[src/rtl/fetch_prefetch_queue.sv]
// fetch_prefetch_queue: instruction-fetch front end. It holds the fetch PC and
// issues sequential requests with at most one outstanding. Returned
// instructions, tagged with their PCs, are buffered in a DEPTH-entry queue and
// handed to decode through a valid/ready handshake. A redirect flushes the
// queue and discards any in-flight response.
// Optional feature: define FETCH_BYPASS_EN to forward a kept response straight
// to decode when the queue is empty.
module fetch_prefetch_queue #(
  parameter int                 ADDR_W   = 32,
  parameter int                 INSTR_W  = 32,
  parameter int                 DEPTH    = 4,
  parameter logic [ADDR_W-1:0]  RESET_PC = '0
) (
  input  logic               clk,
  input  logic               inicio,
  output logic               imem_req,
  output logic [ADDR_W-1:0]  imem_addr,
  input  logic               imem_rvalid,
  input  logic [INSTR_W-1:0] imem_rdata,
  input  logic               redirect,
  input  logic [ADDR_W-1:0]  redirect_pc,
  output logic               instr_valid,
  output logic [INSTR_W-1:0] instr,
  output logic [ADDR_W-1:0]  instr_pc,
  input  logic               id_ready
);

  localparam int                PTR_W   = $clog2(DEPTH);
  localparam int                CNT_W   = PTR_W + 1;
  localparam logic [ADDR_W-1:0] PC_STEP = ADDR_W'(INSTR_W / 8);

  typedef enum logic [1:0] {S_IDLE, S_WAIT, S_DROP} state_t;

  state_t              r_state;
  logic [ADDR_W-1:0]   r_fetch_pc;
  logic [ADDR_W-1:0]   r_req_pc;
  logic [CNT_W-1:0]    r_count;
  logic [PTR_W-1:0]    r_rd_ptr;
  logic [PTR_W-1:0]    r_wr_ptr;
  logic [INSTR_W-1:0]  r_q_instr [DEPTH];
  logic [ADDR_W-1:0]   r_q_pc    [DEPTH];

  logic                w_keep;
  logic                w_q_valid;
  logic                w_bypass;
  logic                w_issue;
  logic                w_push;
  logic                w_pop;
  logic [CNT_W-1:0]    w_used;

  // A response in WAIT already owns a slot: whether it arrives now or later it
  // ends up in the queue. Counting it here keeps a new request from being
  // issued into the slot that the arriving response is about to fill.
  assign w_used    = r_count + {{(CNT_W-1){1'b0}}, (r_state == S_WAIT)};
  assign w_keep    = (r_state == S_WAIT) && imem_rvalid && !redirect;
  assign w_q_valid = (r_count != '0);

`ifdef FETCH_BYPASS_EN
  assign w_bypass  = w_keep && !w_q_valid;
`else
  assign w_bypass  = 1'b0;
`endif

  // Issue only when the memory port is free this cycle (idle, or the
  // outstanding response is retiring) and a queue slot is guaranteed.
  assign w_issue   = !inicio && !redirect &&
                     ((r_state == S_IDLE) || imem_rvalid) &&
                     (w_used < CNT_W'(DEPTH));

  assign imem_req    = w_issue;
  assign imem_addr   = r_fetch_pc;
  assign instr_valid = !redirect && (w_q_valid || w_bypass);
  assign w_pop       = instr_valid && id_ready && w_q_valid;
  assign w_push      = w_keep && !(w_bypass && id_ready);

  // Decode outputs come from the queue head; zeroed when nothing is valid.
  always_comb begin
    instr    = '0;
    instr_pc = '0;
    if (instr_valid) begin
      if (w_q_valid) begin
        instr    = r_q_instr[r_rd_ptr];
        instr_pc = r_q_pc[r_rd_ptr];
      end else begin
        instr    = imem_rdata;
        instr_pc = r_req_pc;
      end
    end
  end

  // Fetch FSM, fetch PC, and queue occupancy/pointer bookkeeping.
  always_ff @(posedge clk or posedge inicio) begin
    if (inicio) begin
      r_state    <= S_IDLE;
      r_fetch_pc <= RESET_PC;
      r_req_pc   <= RESET_PC;
      r_count    <= '0;
      r_rd_ptr   <= '0;
      r_wr_ptr   <= '0;
    end else if (redirect) begin
      r_count    <= '0;
      r_rd_ptr   <= '0;
      r_wr_ptr   <= '0;
      r_fetch_pc <= redirect_pc;
      r_state    <= ((r_state != S_IDLE) && !imem_rvalid) ? S_DROP : S_IDLE;
    end else begin
      if (w_issue) begin
        r_fetch_pc <= r_fetch_pc + PC_STEP;
        r_req_pc   <= r_fetch_pc;
        r_state    <= S_WAIT;
      end else if (imem_rvalid) begin
        r_state    <= S_IDLE;
      end
      if (w_push) r_wr_ptr <= r_wr_ptr + PTR_W'(1);
      if (w_pop)  r_rd_ptr <= r_rd_ptr + PTR_W'(1);
      case ({w_push, w_pop})
        2'b10:   r_count <= r_count + CNT_W'(1);
        2'b01:   r_count <= r_count - CNT_W'(1);
        default: r_count <= r_count;
      endcase
    end
  end

  // Queue storage; contents are only meaningful below r_count, so no reset.
  always_ff @(posedge clk) begin
    if (w_push) begin
      r_q_instr[r_wr_ptr] <= imem_rdata;
      r_q_pc[r_wr_ptr]    <= r_req_pc;
    end
  end

endmodule

[config.mk]
export PLATFORM = sky130hd
export DESIGN_NAME = fetch_prefetch_queue
export DESIGN_NICKNAME = d
export VERILOG_FILES = /design/src/rtl/fetch_prefetch_queue.sv
export SDC_FILE = /design/constraint.sdc
export NUM_CORES = 1
export LEC_CHECK = 0
export ABC_AREA = 1
export BUFFER_PORTS_ARGS = -buffer_cell sky130_fd_sc_hd__buf_4
export CAP_MARGIN = 20
export CORE_MARGIN = 2
export CORE_UTILIZATION = 30
export CTS_BUF_LIST = sky130_fd_sc_hd__clkbuf_8 sky130_fd_sc_hd__clkbuf_16
export DETAILED_ROUTE_END_ITERATION = 8
export GPL_TIMING_DRIVEN = 0
export PLACE_DENSITY = 0.55
export SLEW_MARGIN = 20
export SYNTH_ARGS = -nofsm -noshare
export SYNTH_HDL_FRONTEND = slang
export SYNTH_SLANG_ARGS = --single-unit
export TNS_END_PERCENT = 5
[constraint.sdc]
create_clock -name clk -period 11.6 [get_ports clk]
set_input_delay 1.74 -clock clk [delete_from_list [all_inputs] [get_ports clk]]
set_output_delay 1.74 -clock clk [all_outputs]
set_load 0.03 [all_outputs]
==> results_dict.tcl, run 1 <==
set metrics [dict create \
    layout-drive-gt1-share 0.176 \
    power.density_cell_area_nw_per_um2 208 \
    count_of_flip_flops_with_a_built_in_enable_after_synthesis 256 \
    min_path_type "reg2reg" \
    final_hold_viols 0 \
    die_area_sq_um 48400 \
    cp.required_ns 9.86 \
    syn-instance-count 1359 \
    post-route-period-util 0.449 \
    fin_tns_setup_ns 0 \
    critical-path-max-stage-delay_ns 0.31 \
    placed_cells_incl_taps 2146 \
    leading_post_synthesis_cells_by_cell_area "edfxtp_1 (55%), dfrtp_1 (13%), nor2_1 (8.1%), nand2_1 (6.6%), o21ai_0 (5.2%)" \
    vias 10300 \
    power.static_leakage_nw 6.94 \
    first_iter_violations 641 \
    globalRoute.totalOverflow 0 \
    synth_area_sq_um 14000 \
    first_global_vias 10200 \
    firstDrtPassIters 7 \
    status "completed" \
    vdd_ir_drop_max_v 0.000115 \
    synth-main-ff-cell "edfxtp_1" \
    die-height_microns 220 \
    cts_buffers 37 \
    clk_pin_slew_ns 0.06 \
    synth_seq_cells 329 \
    actual_transition_at_the_worst_max_transition_pin_ns 0.619 \
    timing.final.ws_setup_ns 6.39 \
    placement.io_buffers 166 \
    critical-path-top-cell-by-count "buf_4" \
    async_reset_ff_frac 0.222 \
    path_max_fanout 44 \
    seq_area_frac_synth 0.679 \
    synth.avg_cell_area_sq_um 10.3 \
    maxCapViolCount 0 \
    cts_resized 0 \
    post_cts_buffers 0 \
    cp-start-kind "primary input" \
    holdBufCountCts 0 \
    maximum_number_of_pins_on_one_net_before_global_route_repair 45 \
    post-route-drc-count 0 \
    gr-usage-all-layers 0.160 \
    initial_cell_density_of_the_core 0.302 \
    ctsRootBufferMaster "clkbuf_16" \
    grt_pass1_wl_mm 59.1 \
    rsz0062_at_grt "no" \
    dp_hpwl_mm 27.0 \
    ios 167 \
    fill_cells 4537 \
    endpoint_kind_of_the_worst_setup_timing_path "output pin" \
    fin_cells 2212 \
    synthesis.yosys.warnings 0 \
    routedWlPerCell_microns 17.4 \
    synth_top_cell_by_area "edfxtp_1" \
    setup_viol 0 \
    antennaDiodeCount 0 \
    dp_worst_setup_slack_ns 6.35 \
    cp_cell_sequence "buf_4 -> inv_4 -> buf_16 -> nand2_1 -> nor2_1 -> nand3_2 -> inv_2 -> buf_4 -> buf_4" \
    clk_latency_ns 0.52 \
    width_of_the_chip_microns 220 \
    detail-route-antenna-nets 0 \
    synth_largest_type_area_fraction 0.549 \
    numClockSinks 329 \
    finalCoreUtilization 0.377 \
    multi_input_comb_area_sq_um 3930 \
    core-area_sq_um 46400 \
    htree_num_levels 2 \
    floorplan.rows 79 \
    crit_type "in2out" \
    gp_congestion 0.857 \
    flow.area_growth_from_synthesis_pct 24.9 \
    clock-skew-final_ns 0.0190 \
    crit_arrival_ns 3.47 \
    synthesized_net_count 1434 \
    cts_tree "done" \
    fmax_mhz 192 \
    most_instantiated_library_cell_after_synthesis "nor2_1" \
    finalMaxSlewViolations 0 \
    vias_per_cell 4.64 \
    ys_top_cells_by_count "nor2_1 (304), edfxtp_1 (256), nand2_1 (248)" \
    cts_max_path_buffers 3 \
    fin_nets 1653 \
    antenna_violations_before_repair 0 \
    slowest_stage "inv_4" \
    layout_min_cycle_time_ns 5.21 \
    max_slew_margin 0.588 \
    final_total_power_mw 3.63 \
    r2r.worst_path.cells 11 \
    seq_area_sq_um 9510 \
    count_of_distinct_cell_types_in_the_synthesized_netlist 26 \
    totalWireLength_mm 38.5 \
    worst_hold_path.num_cells 0 \
]
-- state kept, by name (all words and copies together) (netlist names) --
name       cells
r_q_instr    128
r_rd_ptr       2
r_q_pc       128
r_req_pc      32
r_count        3
imem_addr     32
r_state        2
r_wr_ptr       2
-- layout make-up --
type	instances	area share
clock buffer	39	0.0558
inverter	72	0.0156
buffer	68	0.0182
sequential	329	0.544
multi-input combinational	890	0.225
tap	607	0.0434
timing repair buffer	180	0.0887
clock inverter	27	0.00959
-- final timing paths --
kind / start / end / slack, ns
max: inicio / imem_req / 6.39
min: r_req_pc[25]$_DFFE_PP0P_ / r_q_pc[2][25]$_DFFE_PP_ / 0.52
max reg2reg: r_state[1]$_DFFE_PP0P_ / r_count[2]$_DFFE_PP0P_ / 9.40
min reg2reg: r_req_pc[25]$_DFFE_PP0P_ / r_q_pc[2][25]$_DFFE_PP_ / 0.52
max in group asynchronous: inicio / r_req_pc[25]$_DFFE_PP0P_ / 9.78
min in group asynchronous: inicio / imem_addr[16]$_DFFE_PP0N_ / 1.22
-- placed cells by master (no fill, tap or decap) --
cell type | Yosys | final
nor2_1 | 304 | 300
edfxtp_1 | 256 | 256
nand2_1 | 248 | 248
buf_4 | 3 | 169
o21ai_0 | 145 | 145
inv_1 | 68 | 80
dfrtp_1 | 73 | 73
nand3_1 | 69 | 69
a21oi_1 | 66 | 66
clkbuf_16 | 0 | 39
o21ai_1 | 30 | 30
clkbuf_1 | 24 | 24
buf_2 | 24 | 24
buf_1 | 14 | 14
nor2_4 | 5 | 9
buf_12 | 0 | 9
nand3_2 | 7 | 7
clkinv_1 | 0 | 7
ha_1 | 5 | 5
inv_2 | 4 | 4
buf_16 | 0 | 4
buf_6 | 3 | 3
nand2_2 | 3 | 3
clkinv_2 | 0 | 3
nor2_2 | 2 | 2
bufinv_16 | 0 | 2
inv_4 | 0 | 1
xor2_1 | 1 | 1
nand4_1 | 1 | 1
and2_1 | 1 | 1
nand3b_1 | 1 | 1
xnor2_1 | 1 | 1
fa_1 | 1 | 1
inv_6 | 0 | 1
clkinv_4 | 0 | 1
buf_8 | 0 | 1
-- kinds of logic (layout without fill, tap and decap cells) --
kind of cell	after synthesis	in the layout	share of synthesized area
adder cells (fa/ha/maj)	6	6	0.00590
AND/OR/NAND/NOR	641	641	0.185
XOR/XNOR	2	2	0.00125
AO/OA/AOI/OAI	241	241	0.0861
flip-flops	329	329	0.679
buffers and inverters	140	386	0.0421
-- worst max-delay path: cells and delay by family --
kind                   cells  cell delay [ns]
buffers and inverters      6             1.36
AND/OR/NAND/NOR            3             0.33
-- layer usage --
metal | wire length [microns] | share of wire | vias up | global-route usage
li1 | - | - | 5027 | -
met1 | 17600 | 0.46 | 4890 | 0.219
met2 | 18300 | 0.47 | 315 | 0.267
met3 | 2200 | 0.057 | 36 | 0.0283
met4 | 488 | 0.013 | 0 | 0.0324
met5 | 0 | 0 | - | 0
-- report_power, final --
group          switching [mW]  total (mW)  internal, mW  leakage (nW)
Combinational           0.661       0.964         0.303          3.10
Sequential              0.139        1.57          1.43          3.23
Clock                   0.450        1.10         0.649         0.609
Total                    1.25        3.63          2.38          6.94
-- stage by stage --
step,area [sq um],hold slack [ns]
global placement,16000,0.501
floorplan,14000,0.476
detailed placement,16300,0.510
finish,17500,0.518
CTS,17500,0.521
global route,17500,0.545
(Power assumes the default switching activity.)
==> inputs of run 2 (changes only) <==
--- a/config.mk
+++ b/config.mk
@@ -13,7 +13,7 @@
 export CTS_BUF_LIST = sky130_fd_sc_hd__clkbuf_8 sky130_fd_sc_hd__clkbuf_16
 export DETAILED_ROUTE_END_ITERATION = 8
 export GPL_TIMING_DRIVEN = 0
-export PLACE_DENSITY = 0.55
+export PLACE_DENSITY = 0.56
 export SLEW_MARGIN = 20
 export SYNTH_ARGS = -nofsm -noshare
 export SYNTH_HDL_FRONTEND = slang
==> constraint.sdc (replaced) <==
create_clock -name clk -period 4.6 [get_ports clk]
set_input_delay 0.69 -clock clk [delete_from_list [all_inputs] [get_ports clk]]
set_output_delay 0.69 -clock clk [all_outputs]
set_load 0.03 [all_outputs]
==> results_dict.tcl, run 2 (synthesized netlist as in run 1, its figures left out) <==
set metrics [dict create \
    gr-usage-all-layers 0.160 \
    cp-start-kind "flop" \
    firstDrtPassIters 5 \
    antenna_violations_before_repair 0 \
    globalRoute.totalOverflow 0 \
    width_of_the_chip_microns 220 \
    cp.required_ns 3.91 \
    crit_type "reg2out" \
    path_max_fanout 10 \
    endpoint_kind_of_the_worst_setup_timing_path "output pin" \
    most-common-layout-cells "nor2_1 (300), edfxtp_1 (256), nand2_1 (248)" \
    post-route-drc-count 0 \
    die_area_sq_um 48400 \
    r2r_end "r_q_instr[1][27]$_DFFE_PP_" \
    final_area_sq_um 17700 \
    cts_max_path_buffers 3 \
    status "completed" \
    clock-skew-final_ns 0.0185 \
    post_cts_buffers 0 \
    clk_latency_ns 0.52 \
    routedWlPerCell_microns 17.4 \
    largestRegisters "r_q_instr (128), r_q_pc (128)" \
    vdd_ir_drop_max_v 0.000230 \
    slowest_stage "dfrtp_1" \
    r2r_start "r_state[1]$_DFFE_PP0P_" \
    max_slew_margin 0.520 \
    rsz0062_at_grt "no" \
    gp_congestion 0.878 \
    holdBufCountCts 0 \
    critical-path-top-cell-by-count "clkbuf_1" \
    layout-drive-gt1-share 0.181 \
    cp_cell_sequence "inv_2 -> clkbuf_1 -> clkbuf_1 -> o21ai_0 -> a21oi_1 -> buf_4" \
    p_int_mw 6.27 \
    finalMaxSlewViolations 0 \
    clk_pin_slew_ns 0.05 \
    grt_pass1_wl_mm 58.6 \
    post-route-period-util 0.712 \
    layout_min_cycle_time_ns 3.27 \
    combPwrFrac 0.258 \
    critical-path-max-stage-delay_ns 0.46 \
    seq_power_share 0.419 \
    cts_resized 0 \
    maxCapViolCount 0 \
    maximum_number_of_pins_on_one_net_before_global_route_repair 49 \
    place_area_sq_um 16400 \
    power.switching_fraction 0.337 \
    cts_tree "done" \
    final_hold_viols 0 \
    first_iter_violations 708 \
    layout.cells.most_common "nor2_1" \
    totalWireLength_mm 38.5 \
    cts_buffers 38 \
    actual_transition_at_the_worst_max_transition_pin_ns 0.718 \
    core-area_sq_um 46400 \
    initial_cell_density_of_the_core 0.302 \
    worst-r2r-setup-slack_ns 2.19 \
    r2r.worst_path.cells 5 \
    crit_arrival_ns 2.58 \
    htree_num_levels 2 \
    die-height_microns 220 \
    min_path_type "in2async" \
    detail-route-antenna-nets 0 \
    floorplan.rows 79 \
    vias 10200 \
    dp_hpwl_mm 26.8 \
    first_global_vias 10000 \
    final_total_power_mw 9.45 \
    clockPowerShare 0.324 \
    total_switching_power_mw 3.18 \
    numClockSinks 329 \
    fin_nets 1653 \
    placement.io_buffers 166 \
    antennaDiodeCount 0 \
    ctsRootBufferMaster "clkbuf_16" \
    ios 167 \
    flow.area_growth_from_synthesis_pct 26.0 \
    power.static_leakage_nw 7.01 \
    fmax_mhz 305 \
    setup_viol 0 \
    vias_per_cell 4.62 \
    power.density_cell_area_nw_per_um2 535 \
    fin_tns_setup_ns 0 \
]
run 2: worst max path at each step:
stage / slack [ns] / cells past startpoint / endpoint / from
after global routing: 1.08 / 6 / instr_pc[23] / r_rd_ptr[0]$_DFFE_PP0P_
after floorplan: 0.48 / 3 / r_q_instr[0][0]$_DFFE_PP_ / redirect
after global placement: -2.19 / 4 / r_q_instr[1][27]$_DFFE_PP_ / redirect
after detailed placement: 1.55 / 7 / instr_pc[17] / redirect
final: 1.33 / 6 / instr_pc[25] / r_rd_ptr[0]$_DFFE_PP0P_
after CTS: 1.24 / 7 / instr_pc[17] / r_count[0]$_DFFE_PP0P_
run 2: worst max-delay path: cells and delay by family, from the launching register on:
family	cells	cell delay (ns)
AO/OA/AOI/OAI	2	0.44
flip-flops	1	0.46
buffers and inverters	4	1.18
run 2: power groups by stage:
| stage | Sequential (mW) | Clock, mW | Combinational (mW) |
|---|---|---|---|
| finish | 3.96 | 3.06 | 2.43 |
| global route | 4.00 | 3.24 | 2.71 |
| CTS | 3.95 | 3.13 | 2.49 |
| detailed placement | 4.01 | 0 | 2.48 |
| global placement | 4.00 | 0 | 2.43 |
| floorplan | 3.97 | 0 | 1.42 |
run 2: per-stage QoR:
stage	hold slack (ns)	util	instances	setup WS (ns)
floorplan	0.476	-	1359	0.483
global placement	0.497	0.345	2132	-2.19
detailed placement	0.509	0.353	2145	1.55
CTS	0.152	0.381	2215	1.24
global route	0.179	0.381	2215	1.08
finish	0.165	0.381	2215	1.33
run 2: layer usage:
layer / track usage / vias to the layer above / wire length (microns)
li1: - / 5036 / -
met1: 0.219 / 4847 / 17500
met2: 0.260 / 292 / 17900
met3: 0.0237 / 60 / 1920
met4: 0.0528 / 0 / 1090
met5: 0 / - / 0
run 2: area by class of cell:
cell class	count	area (sq um)
fill	4561	28700
sequential	329	9510
multi-input combinational	890	3930
timing repair buffer	179	1560
clock buffer	44	1080
tap	607	759
buffer	68	319
inverter	72	273
clock inverter	26	218
